<file path="config.mk">
export PLATFORM = sky130hd
export DESIGN_NAME = sram_port_arbiter
export DESIGN_NICKNAME = d
export VERILOG_FILES = /design/src/rtl/sram_port_arbiter.sv
export SDC_FILE = /design/constraint.sdc
export NUM_CORES = 1
export LEC_CHECK = 0
export CAP_MARGIN = 20
export CORE_MARGIN = 3
export CORE_UTILIZATION = 37
export DETAILED_ROUTE_END_ITERATION = 10
export PLACE_DENSITY_LB_ADDON = 0.12
export REMOVE_ABC_BUFFERS = 1
export SYNTH_ARGS = -nofsm -noshare
export SYNTH_HDL_FRONTEND = slang
export SYNTH_SLANG_ARGS = --single-unit
</file>
<file path="constraint.sdc">
create_clock -name Clock_50 -period 2.49 [get_ports Clock_50]
set_input_delay 0.498 -clock Clock_50 [delete_from_list [all_inputs] [get_ports Clock_50]]
set_output_delay 0.498 -clock Clock_50 [all_outputs]
set_load 0.02 [all_outputs]
</file>
<file path="src/rtl/sram_port_arbiter.sv">
// sram_port_arbiter
//
// Shares the single external SRAM port between N_REQ engines (bitstream decoder, IDCT
// fetch/write-back, colour-space conversion). Round-robin grant with an optional burst lock.
// The SRAM address, write data and write enable are registered. Reads are tracked through a
// tag pipeline, so returning data is steered back to the requester that issued it.
//
// Optional feature (compile-time macro SRAM_ARB_WR_RD_BUBBLE_EN):
//   When the grant passes to a different requester and the last accepted access was a write,
//   one idle cycle (ArbBubble) is inserted. During that cycle grant_o is zero and SRAM_we_n is
//   high. Without the macro, ownership changes back-to-back.
//
// Parameters:
//   N_REQ       number of requesters (2..4)
//   RD_LATENCY  cycles from the SRAM_address edge to valid SRAM_read_data (>= 1)
//
// Ports:
//   Clock_50         system clock
//   Resetn           asynchronous active-low reset
//   req_i            per-requester access request
//   lock_i           per-requester burst lock (owner keeps the grant while high)
//   we_n_i           per-requester write enable, active-low
//   address_i        packed 18-bit addresses, requester k at [18k+17:18k]
//   wdata_i          packed 16-bit write data, requester k at [16k+15:16k]
//   grant_o          one-hot current owner, or zero
//   rvalid_o         one-cycle pulse marking rdata_o as belonging to requester k
//   rdata_o          read data, passed straight from SRAM_read_data
//   SRAM_address     registered address to the SRAM controller
//   SRAM_write_data  registered write data to the SRAM controller
//   SRAM_we_n        registered write enable to the SRAM controller, active-low
//   SRAM_read_data   read data from the SRAM controller

module sram_port_arbiter #(
    parameter int unsigned N_REQ      = 3,
    parameter int unsigned RD_LATENCY = 2
) (
    input  logic                  Clock_50,
    input  logic                  Resetn,
    input  logic [N_REQ-1:0]      req_i,
    input  logic [N_REQ-1:0]      lock_i,
    input  logic [N_REQ-1:0]      we_n_i,
    input  logic [18*N_REQ-1:0]   address_i,
    input  logic [16*N_REQ-1:0]   wdata_i,
    output logic [N_REQ-1:0]      grant_o,
    output logic [N_REQ-1:0]      rvalid_o,
    output logic [15:0]           rdata_o,
    output logic [17:0]           SRAM_address,
    output logic [15:0]           SRAM_write_data,
    output logic                  SRAM_we_n,
    input  logic [15:0]           SRAM_read_data
);

    localparam int unsigned IdxW = (N_REQ > 1) ? $clog2(N_REQ) : 1;

    typedef logic [IdxW-1:0] idx_t;

`ifdef SRAM_ARB_WR_RD_BUBBLE_EN
    typedef enum logic [1:0] {
        ArbIdle,
        ArbOwned,
        ArbBubble
    } arb_state_e;
`else
    typedef enum logic [1:0] {
        ArbIdle,
        ArbOwned
    } arb_state_e;
`endif

    arb_state_e state_q, state_d;
    idx_t       owner_q, owner_d;   // current owner; also holds the chosen winner during a bubble
    idx_t       ptr_q, ptr_d;       // round-robin search start, (last_owner + 1) mod N_REQ
    logic [N_REQ-1:0] grant_q, grant_d;

    logic        accept;
    logic        rearb;
    logic        win_found;
    idx_t        win_idx;
    logic        cur_we_n;
    logic [17:0] cur_addr;
    logic [15:0] cur_wdata;

`ifdef SRAM_ARB_WR_RD_BUBBLE_EN
    logic last_wr_q, last_wr_d;
`endif

    logic [RD_LATENCY:0]            tag_vld_q;
    logic [RD_LATENCY:0][IdxW-1:0]  tag_own_q;

    // ------------------------------------------------------------------------------------
    // Owner's request fields
    // ------------------------------------------------------------------------------------
    always_comb begin
        cur_we_n  = we_n_i[owner_q];
        cur_addr  = address_i[int'(owner_q)*18 +: 18];
        cur_wdata = wdata_i[int'(owner_q)*16 +: 16];
    end

    assign accept = (state_q == ArbOwned) && req_i[owner_q];
    assign rearb  = (state_q == ArbIdle) || ((state_q == ArbOwned) && !lock_i[owner_q]);

    // ------------------------------------------------------------------------------------
    // Round-robin winner search starting at ptr_q, wrapping
    // ------------------------------------------------------------------------------------
    always_comb begin
        win_found = 1'b0;
        win_idx   = '0;
        for (int unsigned i = 0; i < N_REQ; i++) begin
            if (!win_found && req_i[(int'(ptr_q) + i) % N_REQ]) begin
                win_found = 1'b1;
                win_idx   = idx_t'((int'(ptr_q) + i) % N_REQ);
            end
        end
    end

    // ------------------------------------------------------------------------------------
    // Arbitration FSM: next state
    // ------------------------------------------------------------------------------------
    always_comb begin
        state_d = state_q;
        owner_d = owner_q;
        ptr_d   = ptr_q;
`ifdef SRAM_ARB_WR_RD_BUBBLE_EN
        // Includes the access being accepted in this very cycle.
        last_wr_d = last_wr_q;
        if (accept) begin
            last_wr_d = ~cur_we_n;
        end
`endif

        unique case (state_q)
`ifdef SRAM_ARB_WR_RD_BUBBLE_EN
            ArbBubble: begin
                // owner_q already holds the winner chosen when the bubble was entered.
                state_d = ArbOwned;
            end
`endif
            ArbIdle, ArbOwned: begin
                if (rearb) begin
                    if (win_found) begin
                        owner_d = win_idx;
                        state_d = ArbOwned;
                        ptr_d   = (win_idx == idx_t'(N_REQ - 1)) ? '0
                                                                 : idx_t'(win_idx + idx_t'(1));
`ifdef SRAM_ARB_WR_RD_BUBBLE_EN
                        if ((state_q == ArbOwned) && (win_idx != owner_q) && last_wr_d) begin
                            state_d = ArbBubble;
                        end
`endif
                    end else begin
                        state_d = ArbIdle;
                    end
                end
            end
            default: state_d = ArbIdle;
        endcase
    end

    always_comb begin
        grant_d = '0;
        if (state_d == ArbOwned) begin
            grant_d[owner_d] = 1'b1;
        end
    end

    always_ff @(posedge Clock_50 or negedge Resetn) begin
        if (!Resetn) begin
            state_q <= ArbIdle;
            owner_q <= '0;
            ptr_q   <= '0;
            grant_q <= '0;
        end else begin
            state_q <= state_d;
            owner_q <= owner_d;
            ptr_q   <= ptr_d;
            grant_q <= grant_d;
        end
    end

`ifdef SRAM_ARB_WR_RD_BUBBLE_EN
    always_ff @(posedge Clock_50 or negedge Resetn) begin
        if (!Resetn) begin
            last_wr_q <= 1'b0;
        end else begin
            last_wr_q <= last_wr_d;
        end
    end
`endif

    assign grant_o = grant_q;

    // ------------------------------------------------------------------------------------
    // SRAM port registers. Without an accepted access the write enable drops back to
    // inactive and address/data hold, so no spurious write is ever driven.
    // ------------------------------------------------------------------------------------
    always_ff @(posedge Clock_50 or negedge Resetn) begin
        if (!Resetn) begin
            SRAM_address    <= '0;
            SRAM_write_data <= '0;
            SRAM_we_n       <= 1'b1;
        end else if (accept) begin
            SRAM_address    <= cur_addr;
            SRAM_write_data <= cur_wdata;
            SRAM_we_n       <= cur_we_n;
        end else begin
            SRAM_we_n       <= 1'b1;
        end
    end

    // ------------------------------------------------------------------------------------
    // Read tag pipeline. Stage 0 is loaded at the issue edge; the last stage lines up with
    // SRAM_read_data RD_LATENCY cycles later. Never flushed by grant changes.
    // ------------------------------------------------------------------------------------
    always_ff @(posedge Clock_50 or negedge Resetn) begin
        if (!Resetn) begin
            tag_vld_q <= '0;
            tag_own_q <= '0;
        end else begin
            tag_vld_q <= {tag_vld_q[RD_LATENCY-1:0], accept & cur_we_n};
            tag_own_q <= {tag_own_q[RD_LATENCY-1:0], owner_q};
        end
    end

    always_comb begin
        rvalid_o = '0;
        if (tag_vld_q[RD_LATENCY]) begin
            rvalid_o[tag_own_q[RD_LATENCY]] = 1'b1;
        end
    end

    assign rdata_o = SRAM_read_data;

endmodule

</file>
==> run_results.csv, run 1 <==
group,metric,value,unit
synth,synthXorXnorAreaFrac,0,%
sta,timing.fmax,0.468,GHz
synth,synth_area_leader_cell,"dfrtp_1",
placement,dpl.hpwl,6470,um
finish,drive_gt1_share,6.33,%
detailed_routing,final_antenna_net_count,0,
clocking,cts_hold_buf,0,
finish,instances_no_fill,560,
synth,avgSynthCellArea,9.23,um^2
floorplanning,start_util,38.5,%
power,p_total,4640,uW
floorplanning,ios,186,
synth,async_reset_ff_share,100,%
placement,dp.cells,552,
worst_setup_path,cp.arrival,2.35,ns
power,p_leak,0.00202,uW
global_route,overflow,0,
finish,final_nets,590,
detailed_routing,avgRoutedWirePerCell,14.9,um
synth,ys_seq_area_share,44.1,%
clocking,clk_pin_slew,0.11,ns
worst_setup_path,critPathCaptureType,"register",
synth,synth-edff-count,0,
clocking,insertion_delay,0.31,ns
detailed_routing,drcViolationCount,0,
sta,fin_crit_sh,85.9,%
clocking,post_cts_buffers,0,
global_route,antenna_found_initial,0,
detailed_routing,totalWireLength,8340,um
job,drv_cap,0,
power,clockPowerShare,11.2,%
worst_setup_path,crit_fanout,6,
worst_setup_path,criticalPathCategory,"reg -> reg",
sta,period_minus_slack,2.14,ns
power,power.switching,1950,uW
detailed_routing,vias_per_cell,4.96,
detailed_routing,drt-pass1-iter-count,4,
power,power_density,1010,nW/um^2
global_route,grt_max_degree,55,
detailed_routing,drt_first_iter_violations,59,
power,p_sw_share,42.0,%
clocking,cts_tree,"built",
global_route,grt_pass1_wl,12400,um
detailed_routing,via_count,2780,
synth,yosysUniqueCellTypes,43,
synth,yosys_warnings,0,
power,p_int,2690,uW
finish,syn_to_final_growth,52.9,%
synth,yosys-top-cells-area,"dfrtp_1, mux2i_1, a21oi_1, o21ai_1, buf_4",
floorplanning,dieArea,9250,um^2
status,status,"finished, final reports clean",
synth,ys_ff_latch,53,
sta,setup_viol,0,
global_route,grt_pass1_vias,2591,
synth,synthMuxAreaShare,13.8,%
sta,maxSlewViolCount,0,
worst_setup_path,crit_path_start_kind,"register",
synth,yosys.area_share.simple,13.6,%
synth,synth_top_family_by_area,"compound AO/OA/AOI/OAI gates",
sta,clock_skew,0.0108,ns
synth,synth.cell_area,3010,um^2
finish,n_antenna_cell,0,
clocking,cts_resized,0,
placement,port_buffers,153,
clocking,numCtsBuffers,5,
worst_setup_path,crit_required,2.70,ns
min_path,hp-class,"in -> async",
sta,hold_viol_final,0,
synth,synth_top_area_share,43.2,%
global_route,grt_usage,17.3,%
synth,synth-compound-area-share,18.0,%
worst_setup_path,startpoint,"ptr_q[0]",
floorplanning,rows,32,
synth,synth-adder-area-share,1.66,%
clocking,ctsRootBufferMaster,"clkbuf_8",
synth,synth_cells,326,
sta,tightestPinTransition,0.503,ns
floorplanning,die_h,96.2,um
synth,synth_flop_cell,"dfrtp_1",
clocking,cts_htree_levels,2,
power,pwr-share-seq,30.4,%
finish,num-fill-cells,713,
worst_setup_path,rr_startpoint,"ptr_q[0]",
power,power_frac_comb,58.4,%
placement,gp_congestion,0.868,
power,ir_worst_vdd,0.000485,V
floorplanning,core_area,7810,um^2
clocking,cts_buffer_depth,2,
sta,slew-limit-headroom,66.4,%
floorplanning,die_width,96.2,um
sta,rsz0062_at_grt,"no",
clocking,clock_sinks,53,
==> through the flow <==
step	hold WS (ns)	worst slack [ns]	util, %	setup TNS [ns]	cell area, um^2
floorplan	0.202	-1.20	-	-42.93	2770
global placement	0.331	0.360	57.7	0	4500
detailed placement	0.335	0.286	57.7	0	4500
CTS	0.169	0.368	58.9	0	4600
global route	0.169	0.216	58.9	0	4600
finish	0.158	0.352	58.9	0	4600
==> flip-flops by register name, indices dropped and copies added (netlist names) <==
| name | cells |
|---|---|
| SRAM_address | 18 |
| SRAM_we_n | 1 |
| SRAM_write_data | 16 |
| grant_o | 3 |
| owner_q | 2 |
| ptr_q | 2 |
| state_q | 2 |
| tag_own_q | 6 |
| tag_vld_q | 3 |
==> worst max-delay path: stages (launching register included) <==
cell	delay, ns
dfrtp_1	0.42
inv_1	0.08
ha_1	0.39
nor2b_1	0.29
o21ai_2	0.14
nand3_1	0.13
mux2_2	0.34
a32o_1	0.25
==> kinds of logic (layout without fill, tap and decap cells) <==
group	count (synthesis)	after routing
flops	53	53
compound gates	91	91
buf+inv	43	175
simple gates	93	93
fa+ha+maj	4	4
mux	41	41
other cells	1	1
==> metal layers <==
| layer | GRT usage [%] | vias up | wire, um |
|---|---|---|---|
| met5 | 0 | - | 0 |
| met4 | 4.15 | 0 | 92 |
| met3 | 6.02 | 10 | 889 |
| met2 | 29.7 | 130 | 4130 |
| met1 | 20.7 | 1270 | 3230 |
| li1 | - | 1370 | - |
==> power groups by stage <==
stage	sequential [uW]	combinational, uW	clock [uW]
2_1_floorplan	1880	1180	0
3_3_place_gp	1410	2700	0
3_5_place_dp	1430	2750	0
4_1_cts	1410	2760	541
5_1_grt	1460	2980	568
6_report	1410	2710	521
==> path summary, 6_finish.rpt <==
check / endpoint / slack, ns / cells past startpoint
max in group asynchronous: SRAM_we_n / 2.04 / 2
hold reg to reg: tag_own_q[4] / 0.36 / 0
setup / recovery: ptr_q[0] / 0.35 / 7
min in group Clock_50: tag_own_q[4] / 0.36 / 0
setup reg to reg: ptr_q[0] / 0.35 / 7
hold / removal: tag_own_q[5] / 0.16 / 2
==> cells in the mapped netlist, drive strengths merged, types with 2 or more instances <==
master,count
a21oi,37
nand3,3
dfrtp,52
o2bb2ai,2
and3b,2
nor3b,2
a31oi,2
nor2,38
nand2,37
nand2b,2
nor2b,6
buf,32
mux2i,40
o21ai,36
clkbuf,5
inv,6
a21o,2
a41o,2
ha,4
==> layout by cell type, fill, tap and decap left out, drive strengths merged <==
cell type / netlist / routed
o2bb2ai: 2 / 2
o211a: 1 / 1
nor2b: 6 / 6
a41o: 2 / 2
o22ai: 1 / 1
dfstp: 1 / 1
nand4b: 1 / 1
o21ai: 36 / 36
ha: 4 / 4
or3: 1 / 1
o311ai: 1 / 1
and3b: 2 / 2
o32ai: 1 / 1
conb: 1 / 1
nand4: 1 / 1
a41oi: 1 / 1
o22a: 1 / 1
mux2i: 40 / 40
nor3b: 2 / 2
nand3: 3 / 3
dfrtp: 52 / 52
o311a: 1 / 1
a21oi: 37 / 37
mux2: 1 / 1
clkbuf: 5 / 5
nand2b: 2 / 2
clkinv: 0 / 1
inv: 6 / 8
a21boi: 1 / 1
nor2: 38 / 38
clkdlybuf4s50: 0 / 152
nand2: 37 / 37
a21o: 2 / 2
a32o: 1 / 1
buf: 32 / 9
o221a: 1 / 1
a31oi: 2 / 2
==> final cells by class <==
type | count | area, um^2 | share of cell area (%)
Inverter | 6 | 22.5 | 0.490
Sequential cell | 53 | 1330 | 28.9
Timing Repair Buffer | 161 | 1600 | 34.8
Tap cell | 102 | 128 | 2.77
Clock buffer | 5 | 68.8 | 1.50
Clock inverter | 3 | 28.8 | 0.626
Multi-Input combinational cell | 230 | 1430 | 31.0
No activity file was read; power rests on OpenSTA's default activity.
==> run 2: changes to the inputs <==
clock period = 1.99 ns   (was 2.49 ns; I/O delays follow)
==> run 2 against run 1 <==
Effect of this change:
- via count about the same
- first-iteration DRC count increased by 3.4%
- critical path depth unchanged
- combinational power increased by 27%
- sequential share of layout area decreased by 0.36 points
- critical path type unchanged
- critical endpoint unchanged
- largest cell class unchanged
- highest routed layer unchanged
==> run_results.csv, run 2 (same netlist as run 1, synthesis figures left out) <==
group,metric,value,unit
status,status,"finished, final reports clean",
finish,layout_common_cells,"clkdlybuf4s50_1, dfrtp_1, mux2i_1",
worst_setup_path,cp.arrival,2.15,ns
worst_setup_path,ff2ff_path_depth,7,
sta,period_minus_slack,1.94,ns
sta,timing.fmax,0.515,GHz
power,ir_worst_vdd,0.000603,V
finish,drive_gt1_share,8.68,%
worst_setup_path,critPathCaptureType,"register",
worst_setup_path,critical-path-slowest-cell,"dfrtp_1",
global_route,grt_usage,17.8,%
global_route,antenna_found_initial,0,
clocking,cts_hold_buf,0,
worst_setup_path,path_cells,"inv_1, ha_2, nor2b_2, o21ai_2, nand3_2, mux2_2, a32o_1",
global_route,grt_pass1_wl,12800,um
worst_setup_path,criticalPathCategory,"reg -> reg",
sta,setup_viol,0,
placement,port_buffers,153,
power,power_density,1260,nW/um^2
finish,syn_to_final_growth,54.8,%
floorplanning,core_area,7810,um^2
clocking,cts_htree_levels,2,
detailed_routing,totalWireLength,8460,um
power,p_leak,0.00206,uW
clocking,clk_pin_slew,0.10,ns
finish,reg_top3,"SRAM_address x18, SRAM_write_data x16, tag_own_q x6",
detailed_routing,vias_per_cell,4.94,
floorplanning,ios,186,
finish,regMostFlops,"SRAM_address",
worst_setup_path,critPathTopFamily,"compound AO/OA/AOI/OAI gates",
detailed_routing,drcViolationCount,0,
clocking,ctsRootBufferMaster,"clkbuf_8",
clocking,numCtsBuffers,5,
sta,setup_tns,0,ns
floorplanning,rows,32,
finish,layout_commonest_cell,"clkdlybuf4s50_1",
sta,maxSlewViolCount,0,
clocking,cts_tree,"built",
finish,n_antenna_cell,0,
finish,final_nets,593,
floorplanning,die_h,96.2,um
placement,dpl.hpwl,6530,um
finish,final_core_util,59.7,%
detailed_routing,via_count,2782,
floorplanning,start_util,38.5,%
global_route,grt_pass1_vias,2672,
detailed_routing,drt-pass1-iter-count,4,
sta,rsz0062_at_grt,"yes",
placement,gp_congestion,0.877,
worst_setup_path,cp.depth,7,
finish,final_cell_area,4660,um^2
global_route,overflow,0,
clocking,post_cts_buffers,0,
global_route,grt_max_degree,37,
power,p_total,5860,uW
detailed_routing,avgRoutedWirePerCell,15.0,um
clocking,clock_sinks,53,
sta,timing.hold.ws,0.0312,ns
sta,hold_viol_final,0,
detailed_routing,drt_first_iter_violations,61,
worst_setup_path,crit_required,2.20,ns
job,drv_cap,0,
clocking,insertion_delay,0.31,ns
sta,clock_skew,0.00821,ns
worst_setup_path,slowest_delay,0.40,ns
clocking,cts_buffer_depth,2,
sta,fin_crit_sh,97.5,%
detailed_routing,final_antenna_net_count,0,
floorplanning,die_width,96.2,um
finish,largest_reg_flops,18,
floorplanning,dieArea,9250,um^2
worst_setup_path,crit_fanout,6,
worst_setup_path,crit_path_start_kind,"register",
worst_setup_path,cp.buffers_inverters,1,
min_path,hp-class,"in -> async",
placement,dpl-instance-area,4540,um^2
## run 2: worst paths after layout
path	end	from	slack, ns
worst max-delay path	ptr_q[0]	ptr_q[0]	0.05
worst min-delay path	grant_o[2]	Resetn	0.03
worst max register to register	ptr_q[0]	ptr_q[0]	0.05
worst min register to register	tag_own_q[4]	tag_own_q[2]	0.36
max in group asynchronous	SRAM_we_n	Resetn	1.35
min in group Clock_50	tag_own_q[4]	tag_own_q[2]	0.36
## run 2: area by class of cell
class | count | area (um^2)
fill | 710 | 3150
timing repair buffer | 164 | 1640
multi-input combinational | 230 | 1450
sequential | 53 | 1330
tap | 102 | 128
clock buffer | 5 | 68.8
clock inverter | 3 | 25.0
inverter | 6 | 22.5
## run 2: metal layers
metal	part of all wire (%)	wire length [um]	GRT usage (%)	up-vias
li1	-	-	-	1376
met1	38	3240	21.5	1280
met2	49	4180	29.7	120
met3	12	975	7.04	6
met4	0.78	66	4.15	0
met5	0	0	0	-
## run 2: report_power, final
| group | switching, uW | total, uW | internal, uW | leakage (uW) |
|---|---|---|---|---|
| Clock | 385 | 642 | 257 | 0.0000452 |
| Combinational | 1800 | 3440 | 1640 | 0.00134 |
| Sequential | 271 | 1780 | 1510 | 0.000670 |
## run 2: worst register-to-register path, stage by stage (launching register included)
cell     delay (ns)
dfrtp_1        0.40
inv_1          0.09
ha_2           0.31
nor2b_2        0.18
o21ai_2        0.20
nand3_2        0.11
mux2_2         0.28
a32o_1         0.26
## run 2: through the flow
stage / setup WS [ns] / cells
6_report: 0.0500 / 563
5_1_grt: -0.0642 / 563
4_1_cts: 0.00534 / 563
3_5_place_dp: -0.0521 / 555
3_3_place_gp: 0.00959 / 555
2_1_floorplan: -1.70 / 289
## run 2: repair_timing
action                                  CTS  global route
pin swaps                                 0             3
endpoints found under the hold margin     0             0
gates cloned                              0             0
gates resized for setup                   1             8
endpoints found under the setup margin    1             7
